==> src/rtl/onehot_seq_gen_if.sv <==
// Handshake/data bundle between a pattern source and the one-hot serial transmitter.
// The master drives requests and pattern fields; the slave (transmitter) drives the serial line.
interface onehot_seq_gen_if #(
    parameter int PAT_W = 8,
    parameter int REP_W = 4,
    parameter int GAP_W = 4
) ();
    logic             start;
    logic             abort;
    logic [PAT_W-1:0] pattern;
    logic [REP_W-1:0] repeat_cnt;
    logic [GAP_W-1:0] gap;
    logic             out;
    logic             bit_valid;
    logic             busy;
    logic             done;

    modport master (
        output start, abort, pattern, repeat_cnt, gap,
        input  out, bit_valid, busy, done
    );

    modport slave (
        input  start, abort, pattern, repeat_cnt, gap,
        output out, bit_valid, busy, done
    );
endinterface

==> src/rtl/onehot_seq_gen.sv <==
// Serial pattern transmitter: sends a captured pattern MSB first, once plus repeat_cnt copies,
// separated by gap idle cycles. All outputs are registered functions of the next state.
module onehot_seq_gen #(
    parameter int PAT_W = 8,
    parameter int REP_W = 4,
    parameter int GAP_W = 4
) (
    input  logic             clk,
    input  logic             rst,
    onehot_seq_gen_if.slave  bus
);
    localparam int IDX_W = (PAT_W > 1) ? $clog2(PAT_W) : 1;
    localparam logic [IDX_W-1:0] IDX_MAX = IDX_W'(PAT_W - 1);

    typedef enum logic [3:0] {
        S_IDLE = 4'b0001,
        S_SEND = 4'b0010,
        S_GAP  = 4'b0100,
        S_DONE = 4'b1000
    } state_t;

    // Kept as a raw vector so that non-one-hot values stay representable and fall to the default arm.
    logic [3:0]       r_state;
    logic [3:0]       w_state_nxt;
    logic [PAT_W-1:0] r_pat;
    logic [PAT_W-1:0] w_pat_nxt;
    logic [REP_W-1:0] r_reps;
    logic [REP_W-1:0] w_reps_nxt;
    logic [GAP_W-1:0] r_gap;
    logic [GAP_W-1:0] w_gap_nxt;
    logic [GAP_W-1:0] r_gcnt;
    logic [GAP_W-1:0] w_gcnt_nxt;
    logic [IDX_W-1:0] r_idx;
    logic [IDX_W-1:0] w_idx_nxt;
    logic             r_out;
    logic             r_bit_valid;
    logic             r_busy;
    logic             r_done;
    logic             w_out_nxt;
    logic             w_bit_valid_nxt;
    logic             w_busy_nxt;
    logic             w_done_nxt;

    // Next-state, counter and next-output logic.
    always_comb begin
        w_state_nxt = S_IDLE;
        w_pat_nxt   = r_pat;
        w_reps_nxt  = r_reps;
        w_gap_nxt   = r_gap;
        w_gcnt_nxt  = r_gcnt;
        w_idx_nxt   = r_idx;

        if (bus.abort) begin
            w_state_nxt = S_IDLE;
        end else begin
            case (r_state)
                S_IDLE: begin
                    if (bus.start) begin
                        w_state_nxt = S_SEND;
                        w_pat_nxt   = bus.pattern;
                        w_reps_nxt  = bus.repeat_cnt;
                        w_gap_nxt   = bus.gap;
                        w_idx_nxt   = IDX_MAX;
                    end else begin
                        w_state_nxt = S_IDLE;
                    end
                end
                S_SEND: begin
                    if (r_idx == {IDX_W{1'b0}}) begin
                        if (r_reps == {REP_W{1'b0}}) begin
                            w_state_nxt = S_DONE;
                        end else begin
                            w_reps_nxt = r_reps - REP_W'(1);
                            w_idx_nxt  = IDX_MAX;
                            if (r_gap == {GAP_W{1'b0}}) begin
                                w_state_nxt = S_SEND;
                            end else begin
                                // Loaded with gap-1 so the GAP state lasts exactly r_gap cycles.
                                w_state_nxt = S_GAP;
                                w_gcnt_nxt  = r_gap - GAP_W'(1);
                            end
                        end
                    end else begin
                        w_state_nxt = S_SEND;
                        w_idx_nxt   = r_idx - IDX_W'(1);
                    end
                end
                S_GAP: begin
                    if (r_gcnt == {GAP_W{1'b0}}) begin
                        w_state_nxt = S_SEND;
                        w_idx_nxt   = IDX_MAX;
                    end else begin
                        w_state_nxt = S_GAP;
                        w_gcnt_nxt  = r_gcnt - GAP_W'(1);
                    end
                end
                S_DONE: begin
                    w_state_nxt = S_IDLE;
                end
                default: begin
                    w_state_nxt = S_IDLE;
                end
            endcase
        end

        w_out_nxt       = (w_state_nxt == S_SEND) ? w_pat_nxt[w_idx_nxt] : 1'b0;
        w_bit_valid_nxt = (w_state_nxt == S_SEND);
        w_busy_nxt      = (w_state_nxt != S_IDLE);
        w_done_nxt      = (w_state_nxt == S_DONE);
    end

    // State, capture registers and output flops.
    always_ff @(posedge clk or posedge rst) begin
        if (rst) begin
            r_state     <= S_IDLE;
            r_pat       <= {PAT_W{1'b0}};
            r_reps      <= {REP_W{1'b0}};
            r_gap       <= {GAP_W{1'b0}};
            r_gcnt      <= {GAP_W{1'b0}};
            r_idx       <= {IDX_W{1'b0}};
            r_out       <= 1'b0;
            r_bit_valid <= 1'b0;
            r_busy      <= 1'b0;
            r_done      <= 1'b0;
        end else begin
            r_state     <= w_state_nxt;
            r_pat       <= w_pat_nxt;
            r_reps      <= w_reps_nxt;
            r_gap       <= w_gap_nxt;
            r_gcnt      <= w_gcnt_nxt;
            r_idx       <= w_idx_nxt;
            r_out       <= w_out_nxt;
            r_bit_valid <= w_bit_valid_nxt;
            r_busy      <= w_busy_nxt;
            r_done      <= w_done_nxt;
        end
    end

    assign bus.out       = r_out;
    assign bus.bit_valid = r_bit_valid;
    assign bus.busy      = r_busy;
    assign bus.done      = r_done;
endmodule
==> src/flat_wrapper.sv <==
// flat-port wrapper written by rule: the top's interface ports become plain ports
module onehot_seq_gen_flat 
#(
    parameter int PAT_W = 8,
    parameter int REP_W = 4,
    parameter int GAP_W = 4
)
  (clk, rst, bus_start, bus_abort, bus_pattern, bus_repeat_cnt, bus_gap, bus_out, bus_bit_valid, bus_busy, bus_done);
  onehot_seq_gen_if #(.PAT_W(PAT_W), .REP_W(REP_W), .GAP_W(GAP_W)) bus_i ();
  input  logic clk;
  input  logic rst;
  input wire logic [$bits(bus_i.start)-1:0] bus_start;
  input wire logic [$bits(bus_i.abort)-1:0] bus_abort;
  input wire logic [$bits(bus_i.pattern)-1:0] bus_pattern;
  input wire logic [$bits(bus_i.repeat_cnt)-1:0] bus_repeat_cnt;
  input wire logic [$bits(bus_i.gap)-1:0] bus_gap;
  output wire logic [$bits(bus_i.out)-1:0] bus_out;
  output wire logic [$bits(bus_i.bit_valid)-1:0] bus_bit_valid;
  output wire logic [$bits(bus_i.busy)-1:0] bus_busy;
  output wire logic [$bits(bus_i.done)-1:0] bus_done;
  assign bus_i.start = bus_start;
  assign bus_i.abort = bus_abort;
  assign bus_i.pattern = bus_pattern;
  assign bus_i.repeat_cnt = bus_repeat_cnt;
  assign bus_i.gap = bus_gap;
  assign bus_out = bus_i.out;
  assign bus_bit_valid = bus_i.bit_valid;
  assign bus_busy = bus_i.busy;
  assign bus_done = bus_i.done;
  onehot_seq_gen #(.PAT_W(PAT_W), .REP_W(REP_W), .GAP_W(GAP_W)) u_core (.clk(clk), .rst(rst), .bus(bus_i));
endmodule
==> config.mk <==
export PLATFORM = sky130hd
export DESIGN_NAME = onehot_seq_gen_flat
export DESIGN_NICKNAME = d
export VERILOG_FILES = /design/src/rtl/onehot_seq_gen_if.sv /design/src/rtl/onehot_seq_gen.sv /design/src/flat_wrapper.sv
export SDC_FILE = /design/constraint.sdc
export NUM_CORES = 1
export LEC_CHECK = 0
export ABC_AREA = 1
export BUFFER_PORTS_ARGS = -buffer_cell sky130_fd_sc_hd__buf_4
export CORE_MARGIN = 3
export CORE_UTILIZATION = 51
export DETAILED_ROUTE_END_ITERATION = 7
export HOLD_SLACK_MARGIN = 0.05
export PLACE_DENSITY = 0.73
export SYNTH_ARGS = -nofsm -noshare
export SYNTH_HDL_FRONTEND = slang
export SYNTH_SLANG_ARGS = --single-unit
==> constraint.sdc <==
create_clock -name clk -period 1.6 [get_ports clk]
set_input_delay 0.32 -clock clk [delete_from_list [all_inputs] [get_ports clk]]
set_output_delay 0.32 -clock clk [all_outputs]
set_load 0.01 [all_outputs]
==> impl_metrics.prom <==
# TYPE chip_impl_metric gauge
chip_impl_metric{name="final_wl",unit="mm"} 4.35
chip_impl_metric{name="htree_levels",unit=""} 2
chip_impl_info{name="critical_path.most_common_cell",value="nor2_1"} 1
chip_impl_metric{name="yosysWarningCount",unit=""} 0
chip_impl_metric{name="clkSlewWorstSetupHoldPaths",unit="ns"} 0.10
chip_impl_info{name="ranking_of_synthesized_cells_by_area",value="dfrtp_1 42%, nand2_1 11%, inv_1 8.2%, o21ai_0 7.3%, nor2_1 5.0%"} 1
chip_impl_metric{name="timing.critical_path.arrival",unit="ns"} 1.94
chip_impl_metric{name="layout.filler_cells",unit=""} 241
chip_impl_metric{name="cts_max_path_bufs",unit=""} 2
chip_impl_metric{name="postSynthCellCount",unit=""} 230
chip_impl_metric{name="pin_count",unit=""} 24
chip_impl_metric{name="layout-drive-gt1-share",unit="%"} 41.1
chip_impl_metric{name="core-area",unit="sq mm"} 0.00320
chip_impl_info{name="grt_setup_unrepaired",value="yes"} 1
chip_impl_metric{name="num_antenna_cells",unit=""} 0
chip_impl_info{name="criticalPathCategory",value="reg -> reg"} 1
chip_impl_metric{name="gpl.final_weighted_congestion",unit=""} 0.860
chip_impl_metric{name="cp.buffers_inverters",unit=""} 2
chip_impl_metric{name="gr-usage-met3",unit="%"} 6.32
chip_impl_info{name="clock-root-buffer",value="clkbuf_4"} 1
chip_impl_metric{name="yosys.area.top_type_share",unit="%"} 41.9
chip_impl_info{name="tritoncts",value="done"} 1
chip_impl_metric{name="fin_skew",unit="ns"} 0.00697
chip_impl_metric{name="floorplan.die_area",unit="sq mm"} 0.00426
chip_impl_metric{name="route.antenna.remaining_nets",unit=""} 0
chip_impl_metric{name="grt-ovfl-total",unit=""} 0
chip_impl_info{name="synth_largest_area_cell",value="dfrtp_1"} 1
chip_impl_metric{name="syn-cell-area",unit="sq mm"} 0.00179
chip_impl_metric{name="detail_route.first_pass.iterations",unit=""} 5
chip_impl_metric{name="floorplan.initialDensity",unit="%"} 55.9
chip_impl_metric{name="max_cap_violations",unit=""} 0
chip_impl_info{name="grt_busiest_layer",value="met2"} 1
chip_impl_metric{name="worst_pin_slew",unit="ns"} 0.390
chip_impl_metric{name="register_area",unit="sq um"} 779
chip_impl_info{name="crit_path_cell_trace",value="inv_4 -> nor2_4 -> nand4_1 -> buf_6 -> mux2_2 -> nor2_1 -> nor2_1 -> nor2_1 -> nor2_1"} 1
chip_impl_metric{name="antenna_violations_before_repair",unit=""} 0
chip_impl_metric{name="wl_per_instance",unit="microns"} 12.5
chip_impl_metric{name="initialDrtViolationCount",unit=""} 71
chip_impl_metric{name="synth_seq_cells",unit=""} 31
chip_impl_metric{name="grt_util_met2",unit="%"} 39.2
chip_impl_info{name="failed_checks",value="negative setup slack"} 1
chip_impl_metric{name="grt_first_pass_wirelength",unit="mm"} 7.34
chip_impl_metric{name="num-nets-final",unit=""} 327
chip_impl_info{name="slowest_stage",value="dfstp_2"} 1
chip_impl_metric{name="detailedPlacementHpwl",unit="mm"} 2.94
chip_impl_metric{name="report.final.setup_viol",unit=""} 1
chip_impl_metric{name="holdBufCountCts",unit=""} 0
chip_impl_info{name="leading_cell_type_in_the_layout_fill_and_taps_excluded",value="buf_4"} 1
chip_impl_metric{name="path_max_fanout",unit=""} 15
chip_impl_metric{name="vdd.ir_drop.worst",unit="uV"} 867
chip_impl_metric{name="maxClockFrequency",unit="GHz"} 0.587
chip_impl_metric{name="static-leakage-power",unit="nW"} 1.32
chip_impl_metric{name="grt_max_degree",unit=""} 32
chip_impl_metric{name="slowest_delay",unit="ns"} 0.57
chip_impl_metric{name="finalCritPeriodShare",unit="%"} 106
chip_impl_metric{name="synth_nets",unit=""} 254
chip_impl_info{name="critPathTopFamily",value="flip-flops"} 1
chip_impl_info{name="hold_path_class",value="in -> async"} 1
chip_impl_metric{name="power_per_cell_area",unit="mW/mm^2"} 1080
chip_impl_metric{name="synth_area_per_cell",unit="sq um"} 7.79
chip_impl_metric{name="grt_usage",unit="%"} 22.9
chip_impl_metric{name="multi_input_comb_area",unit="sq um"} 943
chip_impl_metric{name="netlist_cell_types",unit=""} 28
chip_impl_info{name="critPathLaunchType",value="flip-flop"} 1
chip_impl_metric{name="layout.core_utilization",unit="%"} 78.6
chip_impl_info{name="timing.critical_path.to_type",value="flip-flop"} 1
chip_impl_metric{name="numPortBuffers",unit=""} 23
chip_impl_metric{name="dieWidth",unit="microns"} 65.3
chip_impl_metric{name="slew_viol_final",unit=""} 0
chip_impl_metric{name="post-route-min-period",unit="ns"} 1.70
chip_impl_metric{name="clk-insertion-delay-late",unit="ns"} 0.34
chip_impl_metric{name="num_vias",unit=""} 1727
chip_impl_metric{name="detail_route.vias_per_cell",unit=""} 4.96
chip_impl_metric{name="die_y",unit="microns"} 65.3
chip_impl_metric{name="final_hold_violation_count",unit=""} 0
chip_impl_metric{name="areaGrowthSynthToFinish",unit="%"} 40.4
chip_impl_metric{name="slew_limit_headroom",unit="%"} 74.0
chip_impl_info{name="final_cell_mix",value="63 x buf_4, 45 x nand2_1, 33 x inv_1"} 1
chip_impl_metric{name="synth_sequential_area_ratio",unit="%"} 43.4
chip_impl_info{name="status",value="finished with violations"} 1
chip_impl_metric{name="totalPowerFinal",unit="W"} 0.00271
chip_impl_metric{name="cts_buffers",unit=""} 5
chip_impl_metric{name="crit_required",unit="ns"} 1.84
chip_impl_metric{name="setup_ws",unit="ns"} -0.102
chip_impl_metric{name="clkSinkCount",unit=""} 31
chip_impl_metric{name="core.rowCount",unit=""} 20
chip_impl_metric{name="drt_drc_violations_left",unit=""} 0
chip_impl_metric{name="grt_util_met1",unit="%"} 25.8
chip_impl_metric{name="first_global_vias",unit=""} 1772
[worst min-delay path, cell delays in order]
cell and delay [ns]:
buf_4 0.11, inv_1 0.04, buf_4 0.35
[registers in the layout, indices dropped and copies added, names as in the netlist]
signal,count
u_core.bus.bit_valid,1
u_core.bus.busy,1
u_core.bus.done,1
u_core.bus.out,1
u_core.r_gap,4
u_core.r_gcnt,4
u_core.r_idx,3
u_core.r_pat,8
u_core.r_reps,4
u_core.r_state,4
[where the power goes]
group	internal, W	switching [W]	leakage (nW)
clock network	0.000171	0.000272	0.0293
registers	0.000944	0.0000780	0.366
logic	0.000597	0.000648	0.923
total	0.00171	0.000998	1.32
[stage by stage]
step / TNS [ns] / setup WS [ns] / cell area [sq um] / std cells / hold slack [ns]
after floorplan: 0 / 0.0000461 / 1790 / 230 / 0.386
after global placement: -0.188 / -0.0879 / 2280 / 331 / 0.427
after detailed placement: -0.474 / -0.174 / 2280 / 331 / 0.430
after CTS: -0.102 / -0.0628 / 2430 / 345 / 0.0595
after global routing: -0.739 / -0.248 / 2520 / 348 / 0.0736
final: -0.102 / -0.102 / 2520 / 348 / 0.0516
[worst paths after layout]
path,cells after the start,slack [ns],from,to
worst max-delay path,9,-0.10,u_core.r_state[0]$_DFF_PP1_,u_core.bus.out$_DFF_PP0_
worst min-delay path,3,0.05,rst,u_core.r_pat[6]$_DFF_PP0_
worst max register to register,9,-0.10,u_core.r_state[0]$_DFF_PP1_,u_core.bus.out$_DFF_PP0_
worst min register to register,2,0.52,u_core.r_gcnt[3]$_DFFE_PP0P_,u_core.r_gcnt[3]$_DFFE_PP0P_
max in group asynchronous,3,1.22,rst,u_core.r_state[0]$_DFF_PP1_
min in group clk,2,0.17,bus_abort,u_core.r_state[3]$_DFF_PP0_
[cells in the mapped netlist, drive strengths merged]
cell type and n:
a21oi 4, a22o 1, buf 2, dfrtp 30, dfstp 1, ha 4, inv 41, mux2 3
nand2 57, nand3 16, nand4 2, nor2 29, nor3 3, o211ai 2, o21ai 29, o22ai 2
or2 1, xor2 3
[kinds of logic after synthesis]
| family | after synthesis | share of synthesized area, % |
|---|---|---|
| AO/OA/AOI/OAI | 38 | 11.6 |
| XOR/XNOR | 3 | 1.47 |
| adder cells (fa/ha/maj) | 4 | 2.79 |
| buffers and inverters | 43 | 9.15 |
| flip-flops | 31 | 43.4 |
| multiplexers | 3 | 1.89 |
| AND/OR/NAND/NOR | 108 | 29.7 |
[cell type report]
class                           instances  share of cell area (%)
Tap cell                               44                    2.19
Sequential cell                        31                    31.0
Multi-Input combinational cell        156                    37.5
Inverter                               41                    6.32
Clock inverter                          1                   0.199
Timing Repair Buffer                   68                    21.0
Clock buffer                            7                    1.79
[routing by layer]
layer,share of wire (%),up-vias
li1,-,870
met1,41,801
met2,52,46
met3,4.4,10
met4,2.4,0
met5,0,-
[what timing repair did]
item / in CTS / in global routing
buffers inserted: 6 / 3
resized for setup: 25 / 27
pin swaps: 6 / 5
setup endpoints to repair: 8 / 16
Power figures use the tool's default switching activity.
